## src/rtl/md_pkg.sv

```systemverilog
// Shared constants and FSM state encoding for the EX-stage multiply/divide unit.
package md_pkg;

  localparam int MD_WIDTH   = 32;
  localparam int MD_DIV_LAT = MD_WIDTH + 2;

  typedef logic [1:0] md_state_t;

  localparam md_state_t ST_IDLE = 2'd0;
  localparam md_state_t ST_CALC = 2'd1;
  localparam md_state_t ST_FIX  = 2'd2;
  localparam md_state_t ST_DONE = 2'd3;

endpackage

```

## src/rtl/md_div_step.sv

```systemverilog
// One restoring-division iteration: shift in the next dividend bit, trial-subtract.
module md_div_step #(
  parameter int WIDTH = 32
) (
  input  logic [WIDTH-1:0] rem,
  input  logic             dvd_msb,
  input  logic [WIDTH-1:0] dvs,
  output logic [WIDTH-1:0] rem_next,
  output logic             q_bit
);

  // The shifted partial remainder needs one extra bit, since it can reach 2*dvs-1.
  logic [WIDTH:0] rem_shift;
  logic [WIDTH:0] diff;

  always_comb begin
    rem_shift = {rem, dvd_msb};
    diff      = rem_shift - {1'b0, dvs};
    q_bit     = (rem_shift >= {1'b0, dvs});
    rem_next  = q_bit ? diff[WIDTH-1:0] : rem_shift[WIDTH-1:0];
  end

endmodule

```

## src/rtl/md_iter_div.sv

```systemverilog
// Iterative radix-2 restoring divider for DIV/DIVU: one quotient bit per cycle,
// with a final sign-fix cycle before the done pulse.
module md_iter_div
  import md_pkg::*;
#(
  parameter int WIDTH = MD_WIDTH
) (
  input  logic             clk,
  input  logic             reset,
  input  logic             start,
  input  logic             is_signed,
  input  logic             abort,
  input  logic [WIDTH-1:0] dividend,
  input  logic [WIDTH-1:0] divisor,
  output logic             busy,
  output logic             done,
  output logic [WIDTH-1:0] quotient,
  output logic [WIDTH-1:0] remainder,
  output logic             div0
);

  localparam int CW = (WIDTH > 1) ? $clog2(WIDTH) : 1;

  md_state_t        state;
  logic [CW-1:0]    cnt;
  logic [WIDTH-1:0] rem;
  logic [WIDTH-1:0] dvd;
  logic [WIDTH-1:0] dvs;
  logic [WIDTH-1:0] q;
  logic             neg_q;
  logic             neg_r;
  logic             zero_div;

  logic             sa;
  logic             sb;
  logic [WIDTH-1:0] dividend_mag;
  logic [WIDTH-1:0] divisor_mag;
  logic [WIDTH-1:0] rem_next;
  logic             q_bit;

  // Negating MIN wraps back to MIN, which read as unsigned is exactly |MIN|.
  assign sa           = is_signed & dividend[WIDTH-1];
  assign sb           = is_signed & divisor[WIDTH-1];
  assign dividend_mag = sa ? -dividend : dividend;
  assign divisor_mag  = sb ? -divisor  : divisor;

  md_div_step #(.WIDTH(WIDTH)) u_step (
    .rem      (rem),
    .dvd_msb  (dvd[WIDTH-1]),
    .dvs      (dvs),
    .rem_next (rem_next),
    .q_bit    (q_bit)
  );

  // NOTE: all state here is sequential, so every assignment is non-blocking;
  // the working registers are reset too, keeping the block free of X after reset.
  always_ff @(posedge clk) begin
    if (reset) begin
      state     <= ST_IDLE;
      cnt       <= '0;
      rem       <= '0;
      dvd       <= '0;
      dvs       <= '0;
      q         <= '0;
      neg_q     <= 1'b0;
      neg_r     <= 1'b0;
      zero_div  <= 1'b0;
      busy      <= 1'b0;
      done      <= 1'b0;
      div0      <= 1'b0;
      quotient  <= '0;
      remainder <= '0;
    end else if (abort) begin
      // Flush: results from the last completed op stay visible.
      state <= ST_IDLE;
      busy  <= 1'b0;
      done  <= 1'b0;
      div0  <= 1'b0;
    end else begin
      case (state)
        ST_IDLE, ST_DONE: begin
          done <= 1'b0;
          div0 <= 1'b0;
          if (start) begin
            cnt      <= '0;
            rem      <= '0;
            q        <= '0;
            dvs      <= divisor_mag;
            neg_q    <= sa ^ sb;
            neg_r    <= sa;
            busy     <= 1'b1;
            zero_div <= (divisor == '0);
            if (divisor == '0) begin
              // Raw dividend is kept so FIX can return it unmodified.
              dvd   <= dividend;
              state <= ST_FIX;
            end else begin
              dvd   <= dividend_mag;
              state <= ST_CALC;
            end
          end else begin
            state <= ST_IDLE;
          end
        end

        ST_CALC: begin
          rem <= rem_next;
          dvd <= dvd << 1;
          q   <= {q[WIDTH-2:0], q_bit};
          cnt <= cnt + 1'b1;
          if (cnt == CW'(WIDTH - 1)) state <= ST_FIX;
        end

        ST_FIX: begin
          if (zero_div) begin
            quotient  <= '1;
            remainder <= dvd;
            div0      <= 1'b1;
          end else begin
            quotient  <= neg_q ? -q   : q;
            remainder <= neg_r ? -rem : rem;
          end
          done  <= 1'b1;
          busy  <= 1'b0;
          state <= ST_DONE;
        end

        default: state <= ST_IDLE;
      endcase
    end
  end

endmodule

```

## config.mk

```make
export PLATFORM = sky130hd
export DESIGN_NAME = md_iter_div
export DESIGN_NICKNAME = d
export VERILOG_FILES = /design/src/rtl/md_pkg.sv /design/src/rtl/md_div_step.sv /design/src/rtl/md_iter_div.sv
export SDC_FILE = /design/constraint.sdc
export NUM_CORES = 1
export LEC_CHECK = 0
export ABC_AREA = 1
export CAP_MARGIN = 20
export CORE_ASPECT_RATIO = 0.9
export CORE_MARGIN = 1
export CORE_UTILIZATION = 45
export CTS_CLUSTER_DIAMETER = 100
export CTS_CLUSTER_SIZE = 24
export DETAILED_ROUTE_END_ITERATION = 12
export PLACE_DENSITY = 0.65
export REMOVE_ABC_BUFFERS = 1
export SLEW_MARGIN = 20
export SYNTH_ARGS = -nofsm -noshare
export SYNTH_HDL_FRONTEND = slang
export SYNTH_HIERARCHICAL = 1
export SYNTH_SLANG_ARGS = --single-unit
export TNS_END_PERCENT = 50
```

## constraint.sdc

```tcl
create_clock -name clk -period 3.4 [get_ports clk]
set_input_delay 0.51 -clock clk [delete_from_list [all_inputs] [get_ports clk]]
set_output_delay 0.51 -clock clk [all_outputs]
set_load 0.02 [all_outputs]
```

==> results of run 1 <==
==> report_power, final <==
part	switching, mW	internal, mW	leakage (nW)	total [mW]
clock	0.940	0.804	0.197	1.74
sequential	0.129	2.52	1.67	2.65
combinational	1.79	0.872	5.85	2.67
total	2.86	4.20	7.71	7.06
==> final cells by class <==
class	instances	area, sq um	share of cell area (%)
clock inverter	5	75.1	0.448
sequential	205	4100	24.5
tap	416	520	3.11
inverter	351	1320	7.87
timing repair buffer	164	1630	9.71
multi-input combinational	1765	8780	52.4
clock buffer	13	325	1.94
==> metrics by stage <==
stage	utilization, %	setup WS, ns
after floorplan	-	-2.01
after global placement	51.2	0.836
after detailed placement	51.2	0.786
after CTS	52.4	0.762
after global routing	52.4	0.534
final	52.4	0.737
==> tightest hold or removal path: stages (launching register included) <==
cell     delay, ns
dfxtp_1       0.32
nand2_1       0.06
a21oi_1       0.05
==> final timing paths <==
check / slack, ns / endpoint / startpoint
worst max-delay path: 0.74 / rem[22]$_SDFFE_PP0P_ / dvs[28]$_SDFFE_PP0P_
worst min register to register: 0.47 / dvd[19]$_SDFFE_PP0P_ / dvd[19]$_SDFFE_PP0P_
worst min-delay path: 0.47 / dvd[19]$_SDFFE_PP0P_ / dvd[19]$_SDFFE_PP0P_
worst max register to register: 0.74 / rem[22]$_SDFFE_PP0P_ / dvs[28]$_SDFFE_PP0P_
==> sequential cells by signal, summed over array words and instances, names as in the netlist <==
register	flops
neg_r	1
cnt	5
remainder	32
div0	1
state	2
busy	1
done	1
zero_div	1
q	32
dvd	32
quotient	32
neg_q	1
dvs	32
rem	32
==> metal layers <==
metal	GRT usage, %	up-vias
li1	-	7967
met1	40.4	7145
met2	44.3	450
met3	4.26	64
met4	6.43	0
met5	0	-
==> kinds of logic (layout without fill, tap and decap cells) <==
group                      Yosys count  count (layout)  share of synthesized area (%)
AOI/OAI and AO/OA                  414             414                           16.3
xor gates and xnor gates            48              48                           2.87
adders and majority gates           42              42                           3.64
buffers and inverters              456             533                           12.2
DFF                                205             205                           28.0
and+or+nand+nor                   1261            1261                           37.0
==> cell usage in the layout, fill, tap and decap left out, drive strengths merged <==
master           n
ha              41
clkinv           4
fa               1
nand4           47
or2              7
nor3            28
nor2           307
inv            351
nor4             3
xnor2            5
dfxtp          205
clkbuf          13
xor2            43
a21o             2
a31oi           22
o211ai          20
o21ai          116
bufinv           1
nand3b          10
nand3          199
clkdlybuf4s50  134
buf             30
nand2          651
o21a             9
a221oi           2
and2             9
o221ai          11
a21oi          169
a211oi          63
==> results.ini, run 1 <==
[status]
status=complete, no violations

[worst_hold_path]
min_path_cells=2
hp-class=reg -> reg

[placement]
placed_cell_area_sq_mm=0.0164
hpwl_um=36200
dp.cells=2901
place.gp.congestion=0.997
numPortBuffers=135

[synthesis]
async_reset_ff_share_pct=0
synth_ff_type=dfxtp_1
synthTopCellsByArea=dfxtp_1, nand2_1, inv_1
synth_edf_count=0
yosysUniqueCellTypes=45
syn_area_per_cell_sq_um=6.04
yosys_warnings=6
ys_top_cells_by_count=nand2_1, inv_1, nor2_1
ys_seq_area_share_pct=28.0
syn_inst=2426
netlist.top_cell.by_area=dfxtp_1
synth_area_sq_mm=0.0147
ys_ff_latch=205
synth.top_cell.area_share_pct=28.0
synth_most_common_cell=nand2_1

[clock_tree]
cts.sinks=205
cts_setup_buffers=0
cts_tree=done
numCtsBuffers=13
cts_resized=0
worstSkewPairLatency_ns=0.50
htreeDepth=1
cts_max_path_buffers=3
cts_root_buffer=clkbuf_16
cts_hold_buf=0
clk_pin_slew_ns=0.10

[critical_path]
crit_chain=inv_1 -> ha_1 -> nand2_1 -> inv_1 -> nand2_1 -> nand2_1 -> a21oi_1 -> nand2_1 -> nor2_4 -> buf_4 -> nand3_1 -> nand2_1 -> nor2_1 -> a211oi_1
crit_family=simple AND/OR/NAND/NOR gates
cp_num_cells=14
path_common_cell=nand2_1
cp_max_fo=30
cp_slowest_cell=ha_1
cp.required_ns=3.79
path_buf_inv=3
max_stage_delay_ns=0.37
r2r_cells=14
crit_type=reg -> reg
endpoint_kind=flip-flop
cp_data_arrival_time_ns=3.06
worst_setup_path_start_kind=flip-flop

[timing]
clock_skew_ns=0.0328
finalHoldViolations=0
min_period_ns=2.66
finalMaxSlewViolations=0
hold_ws_ns=0.468
tightest_slew_ns=0.835
post-route-period-util_pct=78.3
fmax_mhz=376
final.setup.tns_ns=0
grt_setup_unrepaired=false
slew_headroom_pct=44.3
finalSetupViolations=0

[die]
die_height_um=173
die_area_sq_mm=0.0333
io_pins=136
floorplan.initialDensity_pct=45.8
row_count=62
core_sq_mm=0.0320
die_w_um=192

[drt]
firstDrtPassIters=7
drt-met1-wl_um=22400
route.vias.total=15600
highest_layer=met4
wl_met2_um=21100
post-route-drc-count=0
drt_wl_total_um=47400
wire_per_inst_um=16.2
wl_met3_um=2880
avgViaCountPerCell=5.35
postRouteAntennaNets=0
drtIter0Drc=1200

[grt]
grt_first_pass_wirelength_um=75600
antenna_found_initial=0
track_usage_pct=28.3
gr-total-overflow=0
grt_pass1_vias=14500
grt_start_max_net_pins=82

[flow_run]
drv_cap=0

[pwr]
p_per_area_mw_per_mm2=421
fin_total_pwr_mw=7.06
p_leak_nw=7.71
worst_ir_drop_vdd_mv=0.357

[cells_and_area]
areaGrowthSynthToFinish_pct=14.4
fin_cells=2919
layout.nets=2611
drive_gt1_share_pct=4.35
fin_area_sq_mm=0.0168
fillers=3336
antenna_cells=0

No activity file was read; power rests on OpenSTA's default activity.
==> run 2, diff against run 1 <==
Clock period 3.4 ns to 2.6 ns, I/O delays scaled along.
==> run 2 against run 1 <==
Wire length grew 2.7%. Worst setup slack lost 0.61 ns. Highest routed layer is now met5. Largest cell class unchanged. First-iteration DRC count grew 29%. Count of clock-buffer cells in the layout is the same. Core utilization grew 1.6 points. Final cell count grew 1.2%. Final area grew 3.0%. Flip-flop and latch count is the same.
==> results.ini, run 2 (same netlist as run 1, synthesis figures left out) <==
[timing]
finalSetupViolations=0  ; unchanged
tightest_slew_ns=0.742  ; was 0.835 ns
slew_headroom_pct=50.0  ; was 44.3%
finalHoldViolations=0  ; unchanged
post-route-period-util_pct=95.1  ; was 78.3%
fmax_mhz=404  ; was 376 MHz
min_period_ns=2.47  ; was 2.66 ns
finalMaxSlewViolations=0  ; unchanged
fin_ws_ns=0.127  ; was 0.737 ns
clock_skew_ns=0.0244  ; was 0.0328 ns
hold_ws_ns=0.455  ; was 0.468 ns

[critical_path]
crit_type=reg -> reg  ; unchanged
crit_family=simple AND/OR/NAND/NOR gates  ; unchanged
worst_setup_path_start_kind=flip-flop  ; unchanged
cp_slowest_cell=fa_1  ; was ha_1
endpoint_kind=flip-flop  ; unchanged
r2r-start=dvd[31]$_SDFFE_PP0P_  ; was dvs[28]$_SDFFE_PP0P_
cp_max_fo=3  ; was 30
cp.required_ns=3.01  ; was 3.79 ns
cp_data_arrival_time_ns=2.88  ; was 3.06 ns
r2r_setup_slack_ns=0.13  ; was 0.74 ns
r2r_end=rem[24]$_SDFFE_PP0P_  ; was rem[22]$_SDFFE_PP0P_
max_stage_delay_ns=0.42  ; was 0.37 ns
path_buf_inv=2  ; was 3
r2r_cells=14  ; unchanged
crit_chain=inv_1 -> ha_1 -> fa_1 -> inv_1 -> nand3_1 -> nand3_1 -> nand2_1 -> nand3_1 -> nand2_1 -> nand4_1 -> nand3_2 -> nand2_1 -> nor2_1 -> a211oi_1  ; was inv_1 -> ha_1 -> nand2_1 -> inv_1 -> nand2_1 -> nand2_1 -> a21oi_1 -> nand2_1 -> nor2_4 -> buf_4 -> nand3_1 -> nand2_1 -> nor2_1 -> a211oi_1

[drt]
wl_met3_um=3660  ; was 2880 um
wl_met2_um=21400  ; was 21100 um
highest_layer=met5  ; was met4
drtIter0Drc=1543  ; was 1200
firstDrtPassIters=5  ; was 7
post-route-drc-count=0  ; unchanged
avgViaCountPerCell=5.43  ; was 5.35
route.vias.total=16100  ; was 15600
postRouteAntennaNets=0  ; unchanged
drt_wl_total_um=48600  ; was 47400 um
drt-met1-wl_um=22600  ; was 22400 um
wire_per_inst_um=16.5  ; was 16.2 um

[die]
row_count=62  ; unchanged
die_w_um=192  ; unchanged
io_pins=136  ; unchanged
die_area_sq_mm=0.0333  ; unchanged
floorplan.initialDensity_pct=45.8  ; unchanged
die_height_um=173  ; unchanged
core_sq_mm=0.0320  ; unchanged

[placement]
preCtsSetupSlack_ns=-0.124  ; was 0.786 ns
placed_cell_area_sq_mm=0.0166  ; was 0.0164 sq mm
place.gp.congestion=1.03  ; was 0.997
numPortBuffers=135  ; unchanged
hpwl_um=36800  ; was 36200 um

[clock_tree]
numCtsBuffers=13  ; unchanged
cts.sinks=205  ; unchanged
cts_hold_buf=0  ; unchanged
cts_root_buffer=clkbuf_16  ; unchanged
htreeDepth=1  ; unchanged
cts_max_path_buffers=3  ; unchanged
clk_pin_slew_ns=0.10  ; about the same
worstSkewPairLatency_ns=0.50  ; about the same
cts_tree=done  ; unchanged

[grt]
grt_start_max_net_pins=82  ; unchanged
antenna_found_initial=2  ; was 0
grt_first_pass_wirelength_um=76300  ; was 75600 um
gr-total-overflow=0  ; unchanged
track_usage_pct=28.6  ; was 28.3%
grt_pass1_vias=14400  ; was 14500

[cells_and_area]
antenna_cells=0  ; unchanged
areaGrowthSynthToFinish_pct=17.8  ; was 14.4%
fin_area_sq_mm=0.0173  ; was 0.0168 sq mm
drive_gt1_share_pct=6.58  ; was 4.35%
layout.nets=2646  ; was 2611
fillers=3303  ; was 3336
final_cell_mix=nand2_1, inv_1, nor2_1, dfxtp_1, nand3_1  ; unchanged
layout_commonest_cell=nand2_1  ; unchanged
final_util_pct=54.0  ; was 52.4%

[pwr]
fin_total_pwr_mw=9.49  ; was 7.06 mW
p_per_area_mw_per_mm2=550  ; was 421 mW/mm^2
p_leak_nw=7.93  ; was 7.71 nW
worst_ir_drop_vdd_mv=0.521  ; was 0.357 mV

[worst_hold_path]
hp-class=reg -> reg  ; unchanged
min_path_cells=2  ; unchanged
hold_start=done$_SDFFE_PP0P_  ; was dvd[19]$_SDFFE_PP0P_
hold_end=done$_SDFFE_PP0P_  ; was dvd[19]$_SDFFE_PP0P_

[flow_run]
drv_cap=0  ; unchanged

[status]
status=complete, no violations  ; unchanged

## run 2: through the flow
| step | TNS [ns] | instances |
|---|---|---|
| 2_1_floorplan | -256.21 | 2321 |
| 3_3_place_gp | -0.183 | 2928 |
| 3_5_place_dp | -0.182 | 2928 |
| 4_1_cts | 0 | 2946 |
| 5_1_grt | -0.116 | 2954 |
| 6_report | 0 | 2954 |
## run 2: power by group
| group | internal, mW | switching (mW) |
|---|---|---|
| sequential | 3.30 | 0.146 |
| clock | 0.954 | 1.24 |
| combinational | 1.35 | 2.50 |
| total | 5.60 | 3.89 |
## run 2: worst reg2reg max path, cell delays in order (launching register included)
cell	delay (ns)
dfxtp_2	0.38
inv_1	0.07
ha_1	0.20
fa_1	0.42
inv_1	0.13
nand3_1	0.08
nand3_1	0.18
nand2_1	0.08
nand3_1	0.20
nand2_1	0.11
nand4_1	0.12
nand3_2	0.08
nand2_1	0.06
nor2_1	0.04
a211oi_1	0.23
## run 2: final cells by class
| cell class | instances | area, sq um | area share (%) |
|---|---|---|---|
| Multi-Input combinational cell | 1766 | 8940 | 51.8 |
| Timing Repair Buffer | 198 | 1990 | 11.5 |
| Tap cell | 416 | 520 | 3.02 |
| Inverter | 351 | 1320 | 7.64 |
| Sequential cell | 205 | 4110 | 23.8 |
| Clock inverter | 5 | 52.6 | 0.305 |
| Clock buffer | 13 | 325 | 1.89 |
## run 2: worst max path at each step
stage | start | end | cells past startpoint
floorplan | state[0]$_SDFFE_PP0P_ | cnt[3]$_SDFFE_PP0P_ | 8
global placement | divisor[0] | dvs[26]$_SDFFE_PP0P_ | 12
detailed placement | divisor[0] | dvs[26]$_SDFFE_PP0P_ | 12
CTS | dvs[16]$_SDFFE_PP0P_ | rem[29]$_SDFFE_PP0P_ | 16
global route | dvs[29]$_SDFFE_PP0P_ | rem[24]$_SDFFE_PP0P_ | 14
finish | dvd[31]$_SDFFE_PP0P_ | rem[24]$_SDFFE_PP0P_ | 14
## run 2: repair_timing
| item | 4_1_cts | 5_1_grt |
|---|---|---|
| gates resized for setup | 0 | 38 |
| setup buffers | 0 | 7 |
| endpoints found under the setup margin | 0 | 32 |
## run 2: routing by layer
layer  vias to the layer above  GRT usage (%)
met1                      7344           41.1
li1                       8040              -
met2                       602           44.6
met5                         -              0
met3                        62           4.71
met4                         2           5.71
==> RTL change 1, RTL diff (config.mk and constraints of run 2) <==
The package constant `MD_WIDTH` goes from 32 to 16.
--- a/src/rtl/md_pkg.sv
+++ b/src/rtl/md_pkg.sv
@@ -2,5 +2,5 @@
 package md_pkg;
 
-  localparam int MD_WIDTH   = 32;
+  localparam int MD_WIDTH   = 16;
   localparam int MD_DIV_LAT = MD_WIDTH + 2;
 
Interface: changed (resized dividend, divisor, quotient and remainder); port bits go from 136 to 72. The function was not compared with the original's and may differ.
==> RTL change 1 against run 2 <==
- clock power decreased by 32%
- area after synthesis is 50% lower
- critical path depth unchanged
- total power fell by 47%
- clock skew fell by 15 ps
- wire length shrank 60%
- utilization rose by 0.43 points
- final area is 50% lower
- worst setup slack improved by 190 ps
- sequential cell count fell by 97
==> RTL change 1: results (changes against run 2) <==
metric	value	unit	change
synthTopCellsByCount	nand2_1, inv_1, nor2_1		
grt_util_met1	33.98	%	-7.1 points
syn_area_per_cell	6.526	sq um	+8.1%
cts.repair.resized	0		unchanged
cts_buffers	9		-4
grt_max_degree	44		-46%
cp_top_family	simple AND/OR/NAND/NOR gates		
htree_levels	3		+2
drtIter0Drc	490		-68%
met2_usage	38.93	%	-5.7 points
grt_pass1_vias	6656		-54%
vias_per_cell	5.161		-5.0%
yosys-mux-area-fraction	0	%	unchanged
antenna_cells	0		unchanged
fin_cells	1393		-53%
critPathMaxStageDelay	490	ps	+70 ps
synthXorXnorAreaFrac	3.451	%	+0.58 points
grt_antenna_before_repair	0		-2
dpl-instance-area	8224	sq um	-51%
path_clk_slew	70	ps	-30 ps
layout-drive-gt1-share	9.824	%	+3.2 points
ys_types	41		-8.9%
ir_worst_vdd	467.9	uV	-10%
worstPathArrival	2550	ps	-330 ps
grt_pass1_wl	32490	um	-57%
leakage	3.864	nW	-51%
clk_path_buf_depth	2		-1
clock-root-buffer	clkbuf_16		
port_buffers	71		-47%
gp_congestion	0.8822		-14%
fin_skew	9.139	ps	-15.29 ps
pre_cts_ws	350.2	ps	+473.9 ps
postCtsSetupBuffers	0		unchanged
hpwlAfterDp	14790	um	-60%
synth_fa_ha_area_share	4.352	%	+0.71 points
routed_wirelength	19230	um	-60%
nNetsFinal	1248		-53%
critPathSlowestCell	dfxtp_1		
status	complete, no violations		
dpl.cell_count	1377		-53%
clk-insertion-delay-late	350	ps	-150 ps
hold_class	flop to flop		
synth-warning-count	6		unchanged
maxSlewHeadroom	58.28	%	+8.3 points
synth-seq-area-share	29.37	%	+1.4 points
grt_util_met3	4.633	%	-0.076 points
drt_pass1_iterations	5		unchanged
synth_compound_area_share	17.46	%	+1.1 points
synth_area_leaders	dfxtp_1, nand2_1, inv_1		
async_reset_ff_share	0	%	unchanged
fill_cells	1612		-51%
crit_fanout	14		+11
grtUsageTotal	24.39	%	-4.2 points
==> RTL change 1: power by group <==
group	switching, mW	total (mW)	internal, mW
Clock	0.645	1.50	0.857
Combinational	1.09	1.70	0.613
Sequential	0.0902	1.84	1.75
==> RTL change 1: kinds of logic (layout without fill, tap and decap cells) <==
group | after synthesis | count (layout)
xor gates and xnor gates | 29 | 29
AOI/OAI and AO/OA | 202 | 202
DFF | 108 | 108
buffers and inverters | 201 | 264
and+or+nand+nor | 563 | 563
adders and majority gates | 25 | 25
==> RTL change 1: final cells by class <==
type / instances / area [sq um] / share of cell area, %
multi-input cells: 819 / 4338 / 50.74
flip-flops and latches: 108 / 2162 / 25.29
repair buffers: 90 / 878.3 / 10.27
inverters: 158 / 593.1 / 6.937
well taps: 202 / 252.7 / 2.956
clock buffers: 10 / 229.0 / 2.678
clock inverters: 6 / 96.34 / 1.127
==> RTL change 1: worst register-to-register path: stages (launching register included) <==
cell,delay (ps)
dfxtp_1,490
ha_1,350
nand2_2,140
inv_1,50
nand2_1,50
nand2_1,70
inv_2,70
nand3_2,90
nand2_2,70
nand2_2,150
inv_2,240
nand2_1,70
nand2_1,60
nor2_1,40
a211oi_1,230
==> RTL change 1: path summary, 6_finish.rpt <==
path,start,endpoint,slack (ps),cells after the start
hold / removal,dvd[7],dvd[7],470,2
setup / recovery,rem[6],rem[7],320,14
hold reg to reg,dvd[7],dvd[7],470,2
setup reg to reg,rem[6],rem[7],320,14
==> RTL change 1: metal layers <==
| metal | vias to the layer above | routed length, um |
|---|---|---|
| met5 | - | 0 |
| met4 | 0 | 186 |
| met3 | 13 | 819 |
| met2 | 159 | 8577 |
| met1 | 3246 | 9650 |
| li1 | 3771 | - |
==> RTL change 2, RTL diff (settings of run 2) <==
Without the edit above. Register the input `divisor` before use, without a reset. The logic sees it one clock later. The other inputs are not delayed to match.
--- a/src/rtl/md_iter_div.sv
+++ b/src/rtl/md_iter_div.sv
@@ -22,4 +22,10 @@
   localparam int CW = (WIDTH > 1) ? $clog2(WIDTH) : 1;
 
+  logic [WIDTH-1:0] divisor_q;
+
+  always_ff @(posedge clk) begin
+    divisor_q <= divisor;
+  end
+
   md_state_t        state;
   logic [CW-1:0]    cnt;
@@ -41,7 +47,7 @@
   // Negating MIN wraps back to MIN, which read as unsigned is exactly |MIN|.
   assign sa           = is_signed & dividend[WIDTH-1];
-  assign sb           = is_signed & divisor[WIDTH-1];
+  assign sb           = is_signed & divisor_q[WIDTH-1];
   assign dividend_mag = sa ? -dividend : dividend;
-  assign divisor_mag  = sb ? -divisor  : divisor;
+  assign divisor_mag  = sb ? -divisor_q : divisor_q;
 
   md_div_step #(.WIDTH(WIDTH)) u_step (
@@ -90,6 +96,6 @@
             neg_r    <= sa;
             busy     <= 1'b1;
-            zero_div <= (divisor == '0);
-            if (divisor == '0) begin
+            zero_div <= (divisor_q == '0);
+            if (divisor_q == '0) begin
               // Raw dividend is kept so FIX can return it unmodified.
               dvd   <= dividend;
Function: changed (a bounded check fails within 4 cycles, from zero or initial values and one cycle with reset high).
==> RTL change 2 against run 2 <==
- sequential cell count up 32
- non-clock buffer count up 2
- clock skew up 27 ps
- largest cell class unchanged
- area after synthesis up 4.4%
- maximum frequency down 1.8%
- total power up 14%
- final area up 4.0%
- highest routed layer is now met4
- worst setup slack worse by 45 ps
- wire length up 1.9%
==> RTL change 2: results (changes against run 2) <==
metric	value	unit	change
reg2reg_from	dvs[29]		
maxSlewHeadroom	55.71	%	+5.7 points
drtIter0Drc	1474		-4.5%
grtUsageTotal	27.70	%	-0.87 points
status	complete, no violations		
clk-insertion-delay-late	530	ps	+30 ps
r2r_end	rem[13]		
p_clk_share	21.9	%	-1.2 points
comb_power_share	40.7	%	about the same
crit_fanout	16		+13
hpwlAfterDp	37000	um	+0.61%
critPathSlowestCell	dfxtp_1		
synthTopCellsByCount	nand2_1, inv_1, nor2_1		
switchingPower	4.436	mW	+14%
pre_cts_ws	82.90	ps	+206.6 ps
layout-drive-gt1-share	5.787	%	-0.79 points
grt_pass1_wl	76750	um	+0.57%
finalCriticalPeriod	2518	ps	+45.30 ps
worstPathArrival	2940	ps	+60 ps
synth_area_leaders	dfxtp_1, nand2_1, inv_1		
synth_fa_ha_area_share	3.484	%	-0.15 points
routed_wirelength	49530	um	+1.9%
dpl.cell_count	3023		+3.2%
drt_pass1_iterations	6		+1
dr_total_vias	16300		+1.5%
holdWs	287.6	ps	-167.8 ps
cts_buffers	14		+1
-- RTL change 2: cell type report --
class / instances / area, sq um
flip-flops and latches: 237 / 4747
well taps: 455 / 569.3
multi-input cells: 1785 / 8915
inverters: 351 / 1319
clock inverters: 3 / 45.04
fillers: 3470 / 15240
clock buffers: 16 / 367.9
repair buffers: 200 / 1981
-- RTL change 2: layer usage --
layer / track usage [%] / part of all wire, %
met1: 38.87 / 47
met2: 43.03 / 43
met3: 5.050 / 7.6
met4: 8.138 / 2.7
met5: 0 / 0
-- RTL change 2: cells by family after synthesis --
logic type / count (synthesis)
AOI/OAI and AO/OA: 391
xor gates and xnor gates: 54
adders and majority gates: 42
buffers and inverters: 456
DFF: 237
and+or+nand+nor: 1296
-- RTL change 2: worst max-delay path by stage --
stage and end:
2_1_floorplan cnt[2], 3_3_place_gp dvd[31], 3_5_place_dp rem[29], 4_1_cts rem[29], 5_1_grt rem[29], 6_report rem[13]
